File: config.mk
export PLATFORM = sky130hd
export DESIGN_NAME = fastica_error_calc_flat
export DESIGN_NICKNAME = d
export VERILOG_FILES = /design/src/rtl/fastica_pkg.sv /design/src/rtl/fastica_error_calc_if.sv /design/src/rtl/fastica_dot_mac.sv /design/src/rtl/fastica_error_calc.sv /design/src/flat_wrapper.sv
export SDC_FILE = /design/constraint.sdc
export NUM_CORES = 1
export LEC_CHECK = 0
export CORE_UTILIZATION = 67
export CTS_CLUSTER_DIAMETER = 100
export CTS_CLUSTER_SIZE = 25
export DETAILED_ROUTE_END_ITERATION = 8
export HOLD_SLACK_MARGIN = 0.06
export PLACE_DENSITY = 0.87
export SLEW_MARGIN = 10
export SYNTH_ARGS = -nofsm -noshare
export SYNTH_HDL_FRONTEND = slang
export SYNTH_SLANG_ARGS = --single-unit
File: constraint.sdc
create_clock -name clk_error -period 17.6 [get_ports clk_error]
set_input_delay 1.76 -clock clk_error [delete_from_list [all_inputs] [get_ports clk_error]]
set_output_delay 1.76 -clock clk_error [all_outputs]
set_load 0.02 [all_outputs]
File: src/rtl/fastica_pkg.sv
// Shared constants and types for the FastICA datapath blocks.
// Q2.14 weights multiply into Q4.28 products, which accumulate in Q(ACC_W-28).28.
package fastica_pkg;

  localparam int          FRAC_W       = 14;
  localparam int          ACC_FRAC     = 2 * FRAC_W;
  localparam logic [63:0] ONE_Q28      = 64'd1 << ACC_FRAC;
  localparam logic [39:0] EPS_DEF      = 40'd268435;
  localparam logic [7:0]  MAX_ITER_DEF = 8'd100;

  typedef enum logic [2:0] {
    ST_IDLE,
    ST_ISSUE,
    ST_DRAIN,
    ST_ROW_EVAL,
    ST_FINAL,
    ST_DONE
  } err_state_e;

endpackage

File: src/rtl/fastica_error_calc_if.sv
// Weight-memory read port shared by the FastICA stages.
// rd_new/rd_old are sampled on the clock edge that closes the rd_en cycle.
interface fastica_error_calc_if #(
  parameter int DATA_W = 16,
  parameter int ADDR_W = 4
);

  logic                     rd_en;
  logic [ADDR_W-1:0]        rd_addr;
  logic signed [DATA_W-1:0] rd_new;
  logic signed [DATA_W-1:0] rd_old;

  modport master (
    output rd_en,
    output rd_addr,
    input  rd_new,
    input  rd_old
  );

  modport slave (
    input  rd_en,
    input  rd_addr,
    output rd_new,
    output rd_old
  );

endinterface

File: src/rtl/fastica_dot_mac.sv
// Three-stage signed dot-product engine: operand register, full-precision
// product, sign-extended accumulate. Reused by the norm and orthogonalisation stages.
module fastica_dot_mac #(
  parameter int DATA_W = 16,
  parameter int ACC_W  = 40
) (
  input  logic                     clk,
  input  logic                     rst,
  input  logic                     in_valid,
  input  logic                     clr,
  input  logic signed [DATA_W-1:0] a,
  input  logic signed [DATA_W-1:0] b,
  output logic signed [ACC_W-1:0]  acc
);

  localparam int PROD_W = 2 * DATA_W;

  logic signed [DATA_W-1:0] a_q;
  logic signed [DATA_W-1:0] b_q;
  logic                     op_valid;
  logic signed [PROD_W-1:0] prod_q;
  logic                     prod_valid;
  logic signed [ACC_W-1:0]  prod_ext;

  assign prod_ext = {{(ACC_W - PROD_W){prod_q[PROD_W-1]}}, prod_q};

  // NOTE: sequential state uses non-blocking assignments so each stage sees the previous stage's old value.
  always_ff @(posedge clk) begin
    if (rst) begin
      a_q        <= '0;
      b_q        <= '0;
      op_valid   <= 1'b0;
      prod_q     <= '0;
      prod_valid <= 1'b0;
      acc        <= '0;
    end else begin
      op_valid <= in_valid;
      if (in_valid) begin
        a_q <= a;
        b_q <= b;
      end
      prod_valid <= op_valid;
      prod_q     <= a_q * b_q;
      // Inputs arriving outside a valid read are never summed.
      if (clr) begin
        acc <= '0;
      end else if (prod_valid) begin
        acc <= acc + prod_ext;
      end
    end
  end

endmodule

File: src/rtl/fastica_error_calc.sv
// FastICA convergence checker: max over rows of |1 - |<w_new, w_old>|| against EPS.
// error_busy=1 tells the loop controller to run another iteration.
module fastica_error_calc
  import fastica_pkg::*;
#(
  parameter int              DATA_W   = 16,
  parameter int              VEC_N    = 4,
  parameter int              ROW_N    = 4,
  parameter int              ACC_W    = 40,
  parameter logic [ACC_W-1:0] EPS     = ACC_W'(EPS_DEF),
  parameter logic [7:0]      MAX_ITER = MAX_ITER_DEF
) (
  input  logic                 clk_error,
  input  logic                 rst,
  input  logic                 en_error,
  input  logic                 clr_iter,
  fastica_error_calc_if.master rd_bus,
  output logic                 calc_busy,
  output logic                 done,
  output logic                 error_busy,
  output logic                 max_iter_hit,
  output logic [ACC_W-1:0]     max_err,
  output logic [7:0]           iter_cnt
);

  localparam int COL_W = (VEC_N > 1) ? $clog2(VEC_N) : 1;
  localparam int ROW_W = (ROW_N > 1) ? $clog2(ROW_N) : 1;
  localparam logic [COL_W-1:0]       COL_LAST = COL_W'(VEC_N - 1);
  localparam logic [ROW_W-1:0]       ROW_LAST = ROW_W'(ROW_N - 1);
  localparam logic signed [ACC_W-1:0] ONE     = ACC_W'(ONE_Q28);

  err_state_e              state;
  logic [COL_W-1:0]        col;
  logic [ROW_W-1:0]        row;
  logic                    drain_2nd;
  logic [ACC_W-1:0]        max_err_work;

  logic                    mac_clr;
  logic signed [ACC_W-1:0] acc;
  logic signed [ACC_W-1:0] absd;
  logic signed [ACC_W-1:0] diff;
  logic [ACC_W-1:0]        row_err;
  logic                    conv;
  logic                    force_hit;

  // Accumulator restarts at job start and after each row has been evaluated.
  assign mac_clr = ((state == ST_IDLE) && en_error) || (state == ST_ROW_EVAL);

  fastica_dot_mac #(
    .DATA_W (DATA_W),
    .ACC_W  (ACC_W)
  ) u_mac (
    .clk      (clk_error),
    .rst      (rst),
    .in_valid (rd_bus.rd_en),
    .clr      (mac_clr),
    .a        (rd_bus.rd_new),
    .b        (rd_bus.rd_old),
    .acc      (acc)
  );

  // NOTE: every signal driven here gets a value on every path, so no latch is inferred.
  always_comb begin
    absd      = acc[ACC_W-1] ? -acc : acc;
    diff      = ONE - absd;
    row_err   = diff[ACC_W-1] ? $unsigned(-diff) : $unsigned(diff);
    conv      = (max_err_work <= EPS);
    force_hit = !conv && (iter_cnt == MAX_ITER - 8'd1);
  end

  always_ff @(posedge clk_error) begin
    if (rst) begin
      state          <= ST_IDLE;
      rd_bus.rd_en   <= 1'b0;
      rd_bus.rd_addr <= '0;
      col            <= '0;
      row            <= '0;
      drain_2nd      <= 1'b0;
      calc_busy      <= 1'b0;
      done           <= 1'b0;
      error_busy     <= 1'b1;
      max_iter_hit   <= 1'b0;
      max_err        <= '0;
      max_err_work   <= '0;
    end else begin
      done <= 1'b0;
      case (state)
        ST_IDLE: begin
          if (en_error) begin
            max_err_work   <= '0;
            calc_busy      <= 1'b1;
            rd_bus.rd_en   <= 1'b1;
            rd_bus.rd_addr <= '0;
            col            <= '0;
            row            <= '0;
            state          <= ST_ISSUE;
          end
        end
        ST_ISSUE: begin
          if (col == COL_LAST) begin
            rd_bus.rd_en <= 1'b0;
            col          <= '0;
            drain_2nd    <= 1'b0;
            state        <= ST_DRAIN;
          end else begin
            col            <= col + 1'b1;
            rd_bus.rd_addr <= rd_bus.rd_addr + 1'b1;
          end
        end
        ST_DRAIN: begin
          // Two cycles: the last product lands, then the last accumulate.
          drain_2nd <= 1'b1;
          if (drain_2nd) begin
            state <= ST_ROW_EVAL;
          end
        end
        ST_ROW_EVAL: begin
          if (row_err > max_err_work) begin
            max_err_work <= row_err;
          end
          if (row == ROW_LAST) begin
            state <= ST_FINAL;
          end else begin
            row            <= row + 1'b1;
            rd_bus.rd_addr <= rd_bus.rd_addr + 1'b1;
            rd_bus.rd_en   <= 1'b1;
            state          <= ST_ISSUE;
          end
        end
        ST_FINAL: begin
          error_busy   <= !(conv || force_hit);
          max_iter_hit <= force_hit;
          max_err      <= max_err_work;
          state        <= ST_DONE;
        end
        ST_DONE: begin
          done      <= 1'b1;
          calc_busy <= 1'b0;
          state     <= ST_IDLE;
        end
        default: state <= ST_IDLE;
      endcase
    end
  end

  // A clear landing in FINAL wins; the force decision above still saw the old count.
  always_ff @(posedge clk_error) begin
    if (rst || clr_iter) begin
      iter_cnt <= '0;
    end else if ((state == ST_FINAL) && (iter_cnt != 8'hFF)) begin
      iter_cnt <= iter_cnt + 8'd1;
    end
  end

endmodule

File: src/flat_wrapper.sv
// flat-port wrapper written by rule: the top's interface ports become plain ports
module fastica_error_calc_flat import fastica_pkg::*;
#(
  parameter int              DATA_W   = 16,
  parameter int              VEC_N    = 4,
  parameter int              ROW_N    = 4,
  parameter int              ACC_W    = 40,
  parameter logic [ACC_W-1:0] EPS     = ACC_W'(EPS_DEF),
  parameter logic [7:0]      MAX_ITER = MAX_ITER_DEF
)
  (clk_error, rst, en_error, clr_iter, calc_busy, done, error_busy, max_iter_hit, max_err, iter_cnt, rd_bus_rd_en, rd_bus_rd_addr, rd_bus_rd_new, rd_bus_rd_old);
  fastica_error_calc_if #(.DATA_W(DATA_W), .ADDR_W((4))) rd_bus_i ();
  input  logic clk_error;
  input  logic rst;
  input  logic en_error;
  input  logic clr_iter;
  output logic calc_busy;
  output logic done;
  output logic error_busy;
  output logic max_iter_hit;
  output logic [ACC_W-1:0] max_err;
  output logic [7:0] iter_cnt;
  output wire logic [$bits(rd_bus_i.rd_en)-1:0] rd_bus_rd_en;
  output wire logic [$bits(rd_bus_i.rd_addr)-1:0] rd_bus_rd_addr;
  input wire logic [$bits(rd_bus_i.rd_new)-1:0] rd_bus_rd_new;
  input wire logic [$bits(rd_bus_i.rd_old)-1:0] rd_bus_rd_old;
  assign rd_bus_rd_en = rd_bus_i.rd_en;
  assign rd_bus_rd_addr = rd_bus_i.rd_addr;
  assign rd_bus_i.rd_new = rd_bus_rd_new;
  assign rd_bus_i.rd_old = rd_bus_rd_old;
  fastica_error_calc #(.DATA_W(DATA_W), .VEC_N(VEC_N), .ROW_N(ROW_N), .ACC_W(ACC_W), .EPS(EPS), .MAX_ITER(MAX_ITER)) u_core (.clk_error(clk_error), .rst(rst), .en_error(en_error), .clr_iter(clr_iter), .rd_bus(rd_bus_i), .calc_busy(calc_busy), .done(done), .error_busy(error_busy), .max_iter_hit(max_iter_hit), .max_err(max_err), .iter_cnt(iter_cnt));
endmodule
==> results.md, run 1 <==
* Resize count post-CTS at 0
* Slew Limit Fails at 0
* Die height at 190.3 um
* Sequential fraction of design power at 42.0%
* # hold bufs at CTS at 0
* Initial drt markers at 1571
* Worst Path Arrival at 8.59 ns
* Die Area at 36210 um^2
* Crit Path Max Fanout at 31
* # rows at 68
* Final setup violation count at 0
* Fin crit share at 46.39%
* Initial antenna violation count at 1
* Top cells by area, synth: fa_1, dfxtp_1, ha_1
* Nets@finish at 3235
* Final Skew at 0.01738 ns
* Post-DP HPWL at 47570 um
* Critical Path End Type: flip-flop
* Routed WL per cell at 19.06 um
* Yosys warns at 0
* # Max-Cap Violations at 0
* Fill count at 2467
* PD cells at 49.24 nW/um^2
* Vias per cell at 6.199
* Skew-Pair Late Insertion Delay at 0.51 ns
* Post-CTS Setup Inserts at 0
* Async set-reset flop share out of synthesis at 0%
* Final min period at 8.165 ns
* Vias in the first global route at 20.29k
* Area of the multi-input gates at 17750 um^2
* Post-DRT Antenna Nets at 0
* Internal power at 0.8036 mW
* Register Area at 4227 um^2
* Worst-Margin Slew at 0.9159 ns
* CTS root buffer: clkbuf_16
* GPL Wtd Cong at 0.9712
* Clk pwr share at 28.6%
* Cell area after synthesis at 23760 um^2
* Layout cells sized above 1 at 3.750%
* DRC at 0
* Final Hold Vio Count at 0
* Commonest non-fill, non-tap cell in the layout: inv_1
* Via count at 20.01k
* Comb pwr share at 29.4%
* Most used DFF post-synth: dfxtp_1
* GRT Resource Usage Total at 34.59%
* Relative slew slack at 38.50%
* Hold Crit Start: u_core.u_mac.op_valid
* Initial core utilization at 68.43%
* Die W at 190.3 um
* Worst r2r src: u_core.u_mac.acc[0]
* CTS buffer count at 14
* Pwr Total at 1.245 mW
* Post-Syn Nets at 3244
* Worst min path class: flip-flop to flip-flop
* Sw Pwr at 0.4415 mW
* CTS max path bufs at 3
* 1st-pass router iterations at 5
* I/O Buffers at 92
* Antenna Diode Count at 0
* Num Clock Sinks at 211
* Congestion Overflow GR at 0
* Status: complete, no violations
* Post-synth top area share at 22.16%
* Largest net degree at the start of global routing at 75
* Crit path launch type: flip-flop
* Drt total wl at 61510 um
* Crit path from: u_core.u_mac.acc[0]
* Peak supply drop at 0.08410 mV
* Synth-to-layout area growth at 6.442%
* Clock transition time at the flip-flop clock pins of the worst setup and hold paths at 0.10 ns
* Largest area contributor in the synthesized netlist: fa_1
* Fmax achieved at 0.1225 GHz
* First-pass GRT wire length at 100900 um
* Number of flops mapped to enable cells by yosys at 0
* Sw frac at 35.46%
* TritonCTS clock tree: built
* Syn Inst Count at 2778
* H-tree depth at 1
* Commonest non-fill, non-tap cells in the layout: inv_1, nand2_1, fa_1
* Leakage power at 11.61 nW
* Sequential area share after synthesis at 17.78%
* Critical path required time at 18.03 ns
* Yosys cell types at 102
* RSZ-0062 raised after global routing: false
* Register bit total from synthesis at 211
* Boundary Pins at 93
* Mean Syn Cell Area at 8.551 um^2
* Setup tns final at 0 ns
* Core ar. at 34710 um^2
* CP Class: flip-flop to flip-flop
## registers in the layout, indices dropped and copies added, names as in the netlist, 2 cells and up
register               flops
u_core.col                 2
u_core.iter_cnt            8
u_core.max_err            40
u_core.max_err_work       40
u_core.rd_bus.rd_addr      4
u_core.row                 2
u_core.state               3
u_core.u_mac.a_q          16
u_core.u_mac.acc          40
u_core.u_mac.b_q          16
u_core.u_mac.prod_q       32
## path summary, 6_finish.rpt
| check | end | slack, ns | depth (start not counted) |
|---|---|---|---|
| worst max-delay path | u_core.max_err_work[36] | 9.44 | 24 |
| worst min-delay path | u_core.u_mac.prod_valid | 0.45 | 1 |
| worst max register to register | u_core.max_err_work[36] | 9.44 | 24 |
| worst min register to register | u_core.u_mac.prod_valid | 0.45 | 1 |
## area by class of cell
class                   instances  area share (%)
clock buffers                  15           1.484
clock inverters                 5          0.2969
repair buffers                108           4.107
multi-input cells            2100           70.19
inverters                     334           4.958
flip-flops and latches        211           16.72
well taps                     455           2.251
## cells in the mapped netlist, types with 39 or more instances
cell,count
xor2_1,61
nor2_1,206
nand3_1,44
and2_1,107
ha_1,167
a21oi_1,132
xnor2_1,113
a21o_1,39
clkbuf_1,111
nand2_1,306
inv_1,334
o21ai_0,58
fa_1,263
nor3_1,52
mux2i_1,80
nand2b_1,41
dfxtp_1,211
## routing by layer
| metal | share of wire (%) | track usage (%) | vias up |
|---|---|---|---|
| li1 | - | - | 9240 |
| met1 | 39 | 42.46 | 9691 |
| met2 | 49 | 59.10 | 853 |
| met3 | 6.2 | 3.938 | 223 |
| met4 | 5.6 | 19.54 | 2 |
| met5 | 0.029 | 0 | - |
## critical path, cell delays in order, from the launching register on
cell	delay, ns
dfxtp_1	0.36
inv_1	0.27
ha_1	0.34
or4b_1	0.63
o31ai_1	0.42
xnor2_1	0.17
a2111oi_1	0.82
and3_1	0.31
xor2_1	0.16
nor4_1	0.60
o2111ai_2	0.33
nor3b_2	0.38
nand4_1	0.16
a21oi_1	0.23
nor2_1	0.07
ha_1	0.30
nand4_1	0.10
nor4_1	0.40
nand2_1	0.16
o31ai_1	0.49
o31ai_4	0.08
buf_4	0.28
nor2_2	0.61
inv_1	0.18
o31ai_1	0.22
## power by group through the flow
stage	sequential (mW)	combinational (mW)	clock, mW
2_1_floorplan	0.512	0.283	0
3_3_place_gp	0.531	0.346	0
3_5_place_dp	0.531	0.360	0
4_1_cts	0.521	0.363	0.361
5_1_grt	0.523	0.406	0.378
6_report	0.523	0.366	0.356
## per-stage QoR
| step | instance area, um^2 | setup WS (ns) | hold slack, ns | util (%) | cells |
|---|---|---|---|---|---|
| finish | 25290 | 9.435 | 0.4467 | 72.84 | 3228 |
| global route | 25290 | 8.741 | 0.4640 | 72.84 | 3228 |
| CTS | 25280 | 9.174 | 0.4511 | 72.83 | 3228 |
| detailed placement | 24830 | 9.202 | 0.4369 | 71.54 | 3208 |
| global placement | 24830 | 9.385 | 0.4221 | 71.54 | 3208 |
| floorplan | 23760 | 10.74 | 0.4138 | - | 2778 |
## kinds of logic after synthesis
kind of cell / after synthesis / synth area share (%)
AOI/OAI and AO/OA: 459 / 13.24
other: 1 / 0.01579
adders and majority gates: 430 / 30.96
buffers and inverters: 467 / 7.600
muxes: 82 / 3.466
DFF: 211 / 17.78
xor gates and xnor gates: 185 / 7.195
and+or+nand+nor: 943 / 19.75
Note: power is estimated with default switching activity, not from simulation.
==> run 2, diff against run 1 <==
CORE_UTILIZATION = 64   (was 67)
PLACE_DENSITY = 0.83   (was 0.87)
clock period = 7.9 ns   (was 17.6 ns; I/O delays follow)
==> run 2 against run 1 <==
  * Sequential share of layout area fell by 0.15 points
  * Global-route usage fell by 1.7 points
  * Clock power increased by 140%
  * Cell area up 0.94%
  * Critical path type unchanged
  * Utilization shrank 3.1 points
  * Largest power group unchanged
  * Worst hold slack better by 0.0031 ns
==> results.md, run 2 (synthesized netlist as in run 1, its figures left out) <==
* Commonest non-fill, non-tap cell in the layout: inv_1
* Worst Path Arrival at 7.96 ns
* CTS root buffer: clkbuf_16
* Synth-to-layout area growth at 7.437%
* I/O Buffers at 92
* Initial drt markers at 1434
* Leakage power at 11.74 nW
* Status: complete, no violations
* Vias in the first global route at 20.70k
* Hold WS at 0.4498 ns
* Initial core utilization at 64.89%
* Die Area at 37890 um^2
* Nets@finish at 3254
* Final setup violation count at 0
* Routed WL per cell at 18.95 um
* Layout cells sized above 1 at 4.619%
* Num Clock Sinks at 211
* Clock transition time at the flip-flop clock pins of the worst setup and hold paths at 0.10 ns
* Final min period at 7.556 ns
* Worst-Margin Slew at 0.9301 ns
* PD cells at 111.2 nW/um^2
* Worst min path class: flip-flop to flip-flop
* Core ar. at 36610 um^2
* Die height at 194.7 um
* CTS buffer count at 15
* Relative slew slack at 37.42%
* Final Hold Vio Count at 0
* Antenna Diode Count at 0
* Via count at 20.00k
* DRC at 0
* Slew Limit Fails at 0
* TritonCTS clock tree: built
* Skew-Pair Late Insertion Delay at 0.52 ns
* Fin crit share at 95.65%
* # rows at 70
* Vias per cell at 6.134
* Boundary Pins at 93
* Final Skew at 0.03477 ns
* GRT Resource Usage Total at 32.87%
* RSZ-0062 raised after global routing: false
* Commonest non-fill, non-tap cells in the layout: inv_1, nand2_1, fa_1
* Crit Path Max Fanout at 17
* Die W at 194.7 um
* Worst r2r src: u_core.u_mac.acc[0]
* Crit path launch type: flip-flop
* Crit path from: u_core.u_mac.acc[0]
* Drt total wl at 61800 um
* Fin area at 25520 um^2
* Fmax achieved at 0.1323 GHz
* CTS max path bufs at 3
* Setup tns final at 0 ns
* Largest net degree at the start of global routing at 83
* GPL Wtd Cong at 0.9620
* # Max-Cap Violations at 0
* Area after DPL at 24970 um^2
* Biggest regs: u_core.max_err x40, u_core.max_err_work x40, u_core.u_mac.acc x40
* Critical Path End Type: flip-flop
* Flop2flop setup slack at 0.34 ns
* Critical path required time at 8.30 ns
* Post-DRT Antenna Nets at 0
* Post-DP HPWL at 48000 um
* Fill count at 2792
* CP Class: flip-flop to flip-flop
* Hold Crit Start: u_core.u_mac.op_valid
* First-pass GRT wire length at 101000 um
* Peak supply drop at 0.1649 mV
* 1st-pass router iterations at 6
* H-tree depth at 1
* Initial antenna violation count at 0
* Congestion Overflow GR at 0
run 2: repair_timing:
| action | CTS | global route |
|---|---|---|
| setup endpoints to repair | 0 | 39 |
| gates resized for setup | 0 | 7 |
| buffers inserted | 0 | 2 |
| hold endpoints to repair | 0 | 0 |
| hold buffers | 0 | 0 |
run 2: worst paths after layout:
kind / end / depth (start not counted)
max: u_core.max_err_work[10] / 26
min: u_core.u_mac.prod_valid / 1
max reg2reg: u_core.max_err_work[10] / 26
min reg2reg: u_core.u_mac.prod_valid / 1
run 2: area by class of cell:
type	instances	area, um^2	area share (%)
multi-input cells	2100	17780	69.67
flip-flops and latches	211	4227	16.56
clock buffers	16	389.1	1.525
well taps	468	585.6	2.294
repair buffers	126	1174	4.599
inverters	334	1254	4.912
clock inverters	6	111.4	0.4363
run 2: worst max-delay path, cell delays in order (launching register included):
cell and delay (ns):
dfxtp_1 0.36, inv_1 0.28, ha_1 0.33, or4b_1 0.63
or4_4 0.60, o211a_1 0.30, or4_4 0.48, nor4_4 0.28
buf_4 0.20, nand2_1 0.08, o22a_2 0.27, or3_1 0.65
nand2_4 0.28, a31oi_1 0.07, xor2_1 0.24, ha_1 0.29
a21o_1 0.18, a21o_1 0.17, a21oi_1 0.14, o21ai_0 0.10
a21o_1 0.18, a21oi_1 0.17, nor3_1 0.12, o31ai_4 0.33
buf_4 0.33, mux2i_1 0.28, nor2_1 0.06
run 2: per-layer routing:
| metal | part of all wire, % | track usage [%] | routed length, um | vias to the layer above |
|---|---|---|---|---|
| li1 | - | - | - | 9273 |
| met1 | 39 | 39.27 | 24060 | 9718 |
| met2 | 49 | 57.60 | 30410 | 794 |
| met3 | 6.1 | 3.956 | 3792 | 219 |
| met4 | 5.7 | 18.08 | 3531 | 0 |
| met5 | 0 | 0 | 0 | - |
run 2: power breakdown:
part	leakage [nW]	switching (mW)	internal (mW)	total [mW]
Clock	0.242	0.456	0.388	0.844
Sequential	1.71	0.0676	1.10	1.16
Combinational	9.79	0.492	0.339	0.830
Total	11.7	1.01	1.82	2.84
run 2: stage by stage:
stage                     std cells  util [%]  setup slack, ns  power [mW]
after floorplan                2778         -            1.042       1.771
after global placement         3237     68.20           0.5664       1.971
after detailed placement       3237     68.20           0.2887       1.996
after CTS                      3259     69.57           0.2726       2.834
after global routing           3261     69.71          0.01585       2.986
final                          3261     69.71           0.3438       2.838
==> run 3, diff against run 2 <==
CORE_ASPECT_RATIO = 1.4   (was unset)
CTS_CLUSTER_DIAMETER = unset   (was 100)
==> run 3 against run 2 <==
  * The run now ends with DRC left
  * Clock power is 39% higher
  * Maximum frequency barely moved
  * Global-route usage is 1.2 points lower
  * Highest routed layer unchanged
  * Sequential share of layout area is 0.24 points lower
  * Critical path depth decreased by 1
  * Combinational power is 2% lower
==> results.md, run 3 (synthesized netlist as in run 1, its figures left out) <==
* Clock transition time at the flip-flop clock pins of the worst setup and hold paths at 0.06 ns
* Area after DPL at 25000 um^2
* CTS root buffer: clkbuf_16
* Vias in the first global route at 20.42k
* Critical path required time at 8.32 ns
* Via count at 19.59k
* CTS max path bufs at 3
* Critical Path End Type: flip-flop
* CP Class: flip-flop to flip-flop
* Drt total wl at 58480 um
* Slew Limit Fails at 0
* Placed Cells at 3239
* Antenna Diode Count at 0
* Crit path launch type: flip-flop
* Failing checks: DRC
* First-pass GRT wire length at 96500 um
* Die W at 164.8 um
* Worst-Margin Slew at 1.187 ns
* Congestion Overflow GR at 0
* Pwr Total at 3.150 mW
* Final min period at 7.554 ns
* Crit Path Max Fanout at 12
* Post-DRT Antenna Nets at 0
* Worst min path class: flip-flop to flip-flop
* Vias per cell at 5.961
* Status: finished, violations left
* CTS buffer count at 24
* Core ar. at 36660 um^2
* Nets@finish at 3267
* 1st-pass router iterations at 7
* Final Hold Vio Count at 0
* Commonest non-fill, non-tap cell in the layout: inv_1
* GRT Resource Usage Total at 31.69%
* Initial antenna violation count at 0
* Routed WL per cell at 17.80 um
* # Max-Cap Violations at 0
* Die height at 230.0 um
* Final WS setup at 0.3461 ns
* GPL Wtd Cong at 0.9999
* Layout cells sized above 1 at 5.286%
* Final setup violation count at 0
* Final Skew at 0.03048 ns
* PD cells at 121.7 nW/um^2
* Worst Path Arrival at 7.97 ns
* # rows at 83
* Hold WS at 0.4511 ns
* Util after Layout at 70.62%
* TritonCTS clock tree: built
* Peak supply drop at 0.2001 mV
* Boundary Pins at 93
* Setup tns final at 0 ns
* RSZ-0062 raised after global routing: false
* Initial drt markers at 903
* # hold bufs at CTS at 0
* Place WS at 0.1954 ns
* Fmax achieved at 0.1324 GHz
* Commonest non-fill, non-tap cells in the layout: inv_1, nand2_1, fa_1
* Biggest regs: u_core.max_err x40, u_core.max_err_work x40, u_core.u_mac.acc x40
* Leakage power at 11.91 nW
* I/O Buffers at 92
* Finished Layout Cells at 3286
* Fin area at 25890 um^2
* Synth-to-layout area growth at 8.985%
* Initial core utilization at 64.80%
* H-tree depth at 1
* Die Area at 37900 um^2
* Skew-Pair Late Insertion Delay at 0.56 ns
* Fin crit share at 95.62%
* Largest net degree at the start of global routing at 76
* Num Clock Sinks at 211
* Post-DP HPWL at 47140 um
* DRC at 2
* Relative slew slack at 20.84%
run 3: cell count changes in the layout (fill, tap and decap cells not counted), moves of 2 or more:
cell       change
inv_16         -2
clkbuf_16      +9
bufinv_16      +3
clkbuf_8       +3
buf_4          +3
clkbuf_1       +6
clkinv_2       +3
inv_12         -2
run 3: final cells by class:
cell class              count  area (um^2)
multi-input cells        2100        17780
fillers                  2801        10770
flip-flops and latches    211         4227
inverters                 334         1254
repair buffers            130         1216
clock buffers              34        678.2
well taps                 467        584.3
clock inverters            10        146.4
run 3: power breakdown:
part	total [mW]	switching (mW)	internal [mW]	leakage, nW
logic	0.817	0.478	0.339	9.80
registers	1.17	0.0698	1.10	1.71
clock network	1.17	0.468	0.699	0.401
run 3: what timing repair did:
| action | 4_1_cts | 5_1_grt |
|---|---|---|
| resized for setup | 0 | 7 |
| setup buffers | 0 | 3 |
| setup endpoints to repair | 0 | 40 |
| hold endpoints to repair | 0 | 0 |
run 3: path summary, 6_finish.rpt:
path	start	end	slack (ns)	cells past startpoint
min	u_core.max_err[31]	u_core.max_err[31]	0.45	2
max	u_core.u_mac.acc[0]	u_core.max_err_work[27]	0.35	25
max reg2reg	u_core.u_mac.acc[0]	u_core.max_err_work[27]	0.35	25
min reg2reg	u_core.max_err[31]	u_core.max_err[31]	0.45	2
run 3: critical path, cell delays in order, from the launching register on:
cell and delay (ns):
dfxtp_1 0.35, inv_1 0.24, ha_1 0.34, or4b_1 0.62
or4_4 0.59, o211a_1 0.29, or4_4 0.47, nor4_4 0.41
xnor2_1 0.25, o21a_1 0.30, nand3_1 0.20, nor4_4 0.46
a31oi_1 0.16, xor2_1 0.32, ha_1 0.32, a21o_1 0.16
a21o_1 0.18, a21oi_1 0.15, o21ai_0 0.10, a21o_1 0.18
a21oi_1 0.20, o31ai_2 0.13, o31ai_4 0.37, nor2_2 0.13
buf_4 0.23, a22o_1 0.24
run 3: per-layer routing:
metal / wire length (um) / global-route usage (%) / share of wire [%] / vias up
met1: 21480 / 33.07 / 37 / 9565
met4: 3386 / 17.63 / 5.8 / 0
met3: 2098 / 2.976 / 3.6 / 192
li1: - / - / - / 9315
met5: 0 / 0 / 0 / -
met2: 31520 / 60.60 / 54 / 515
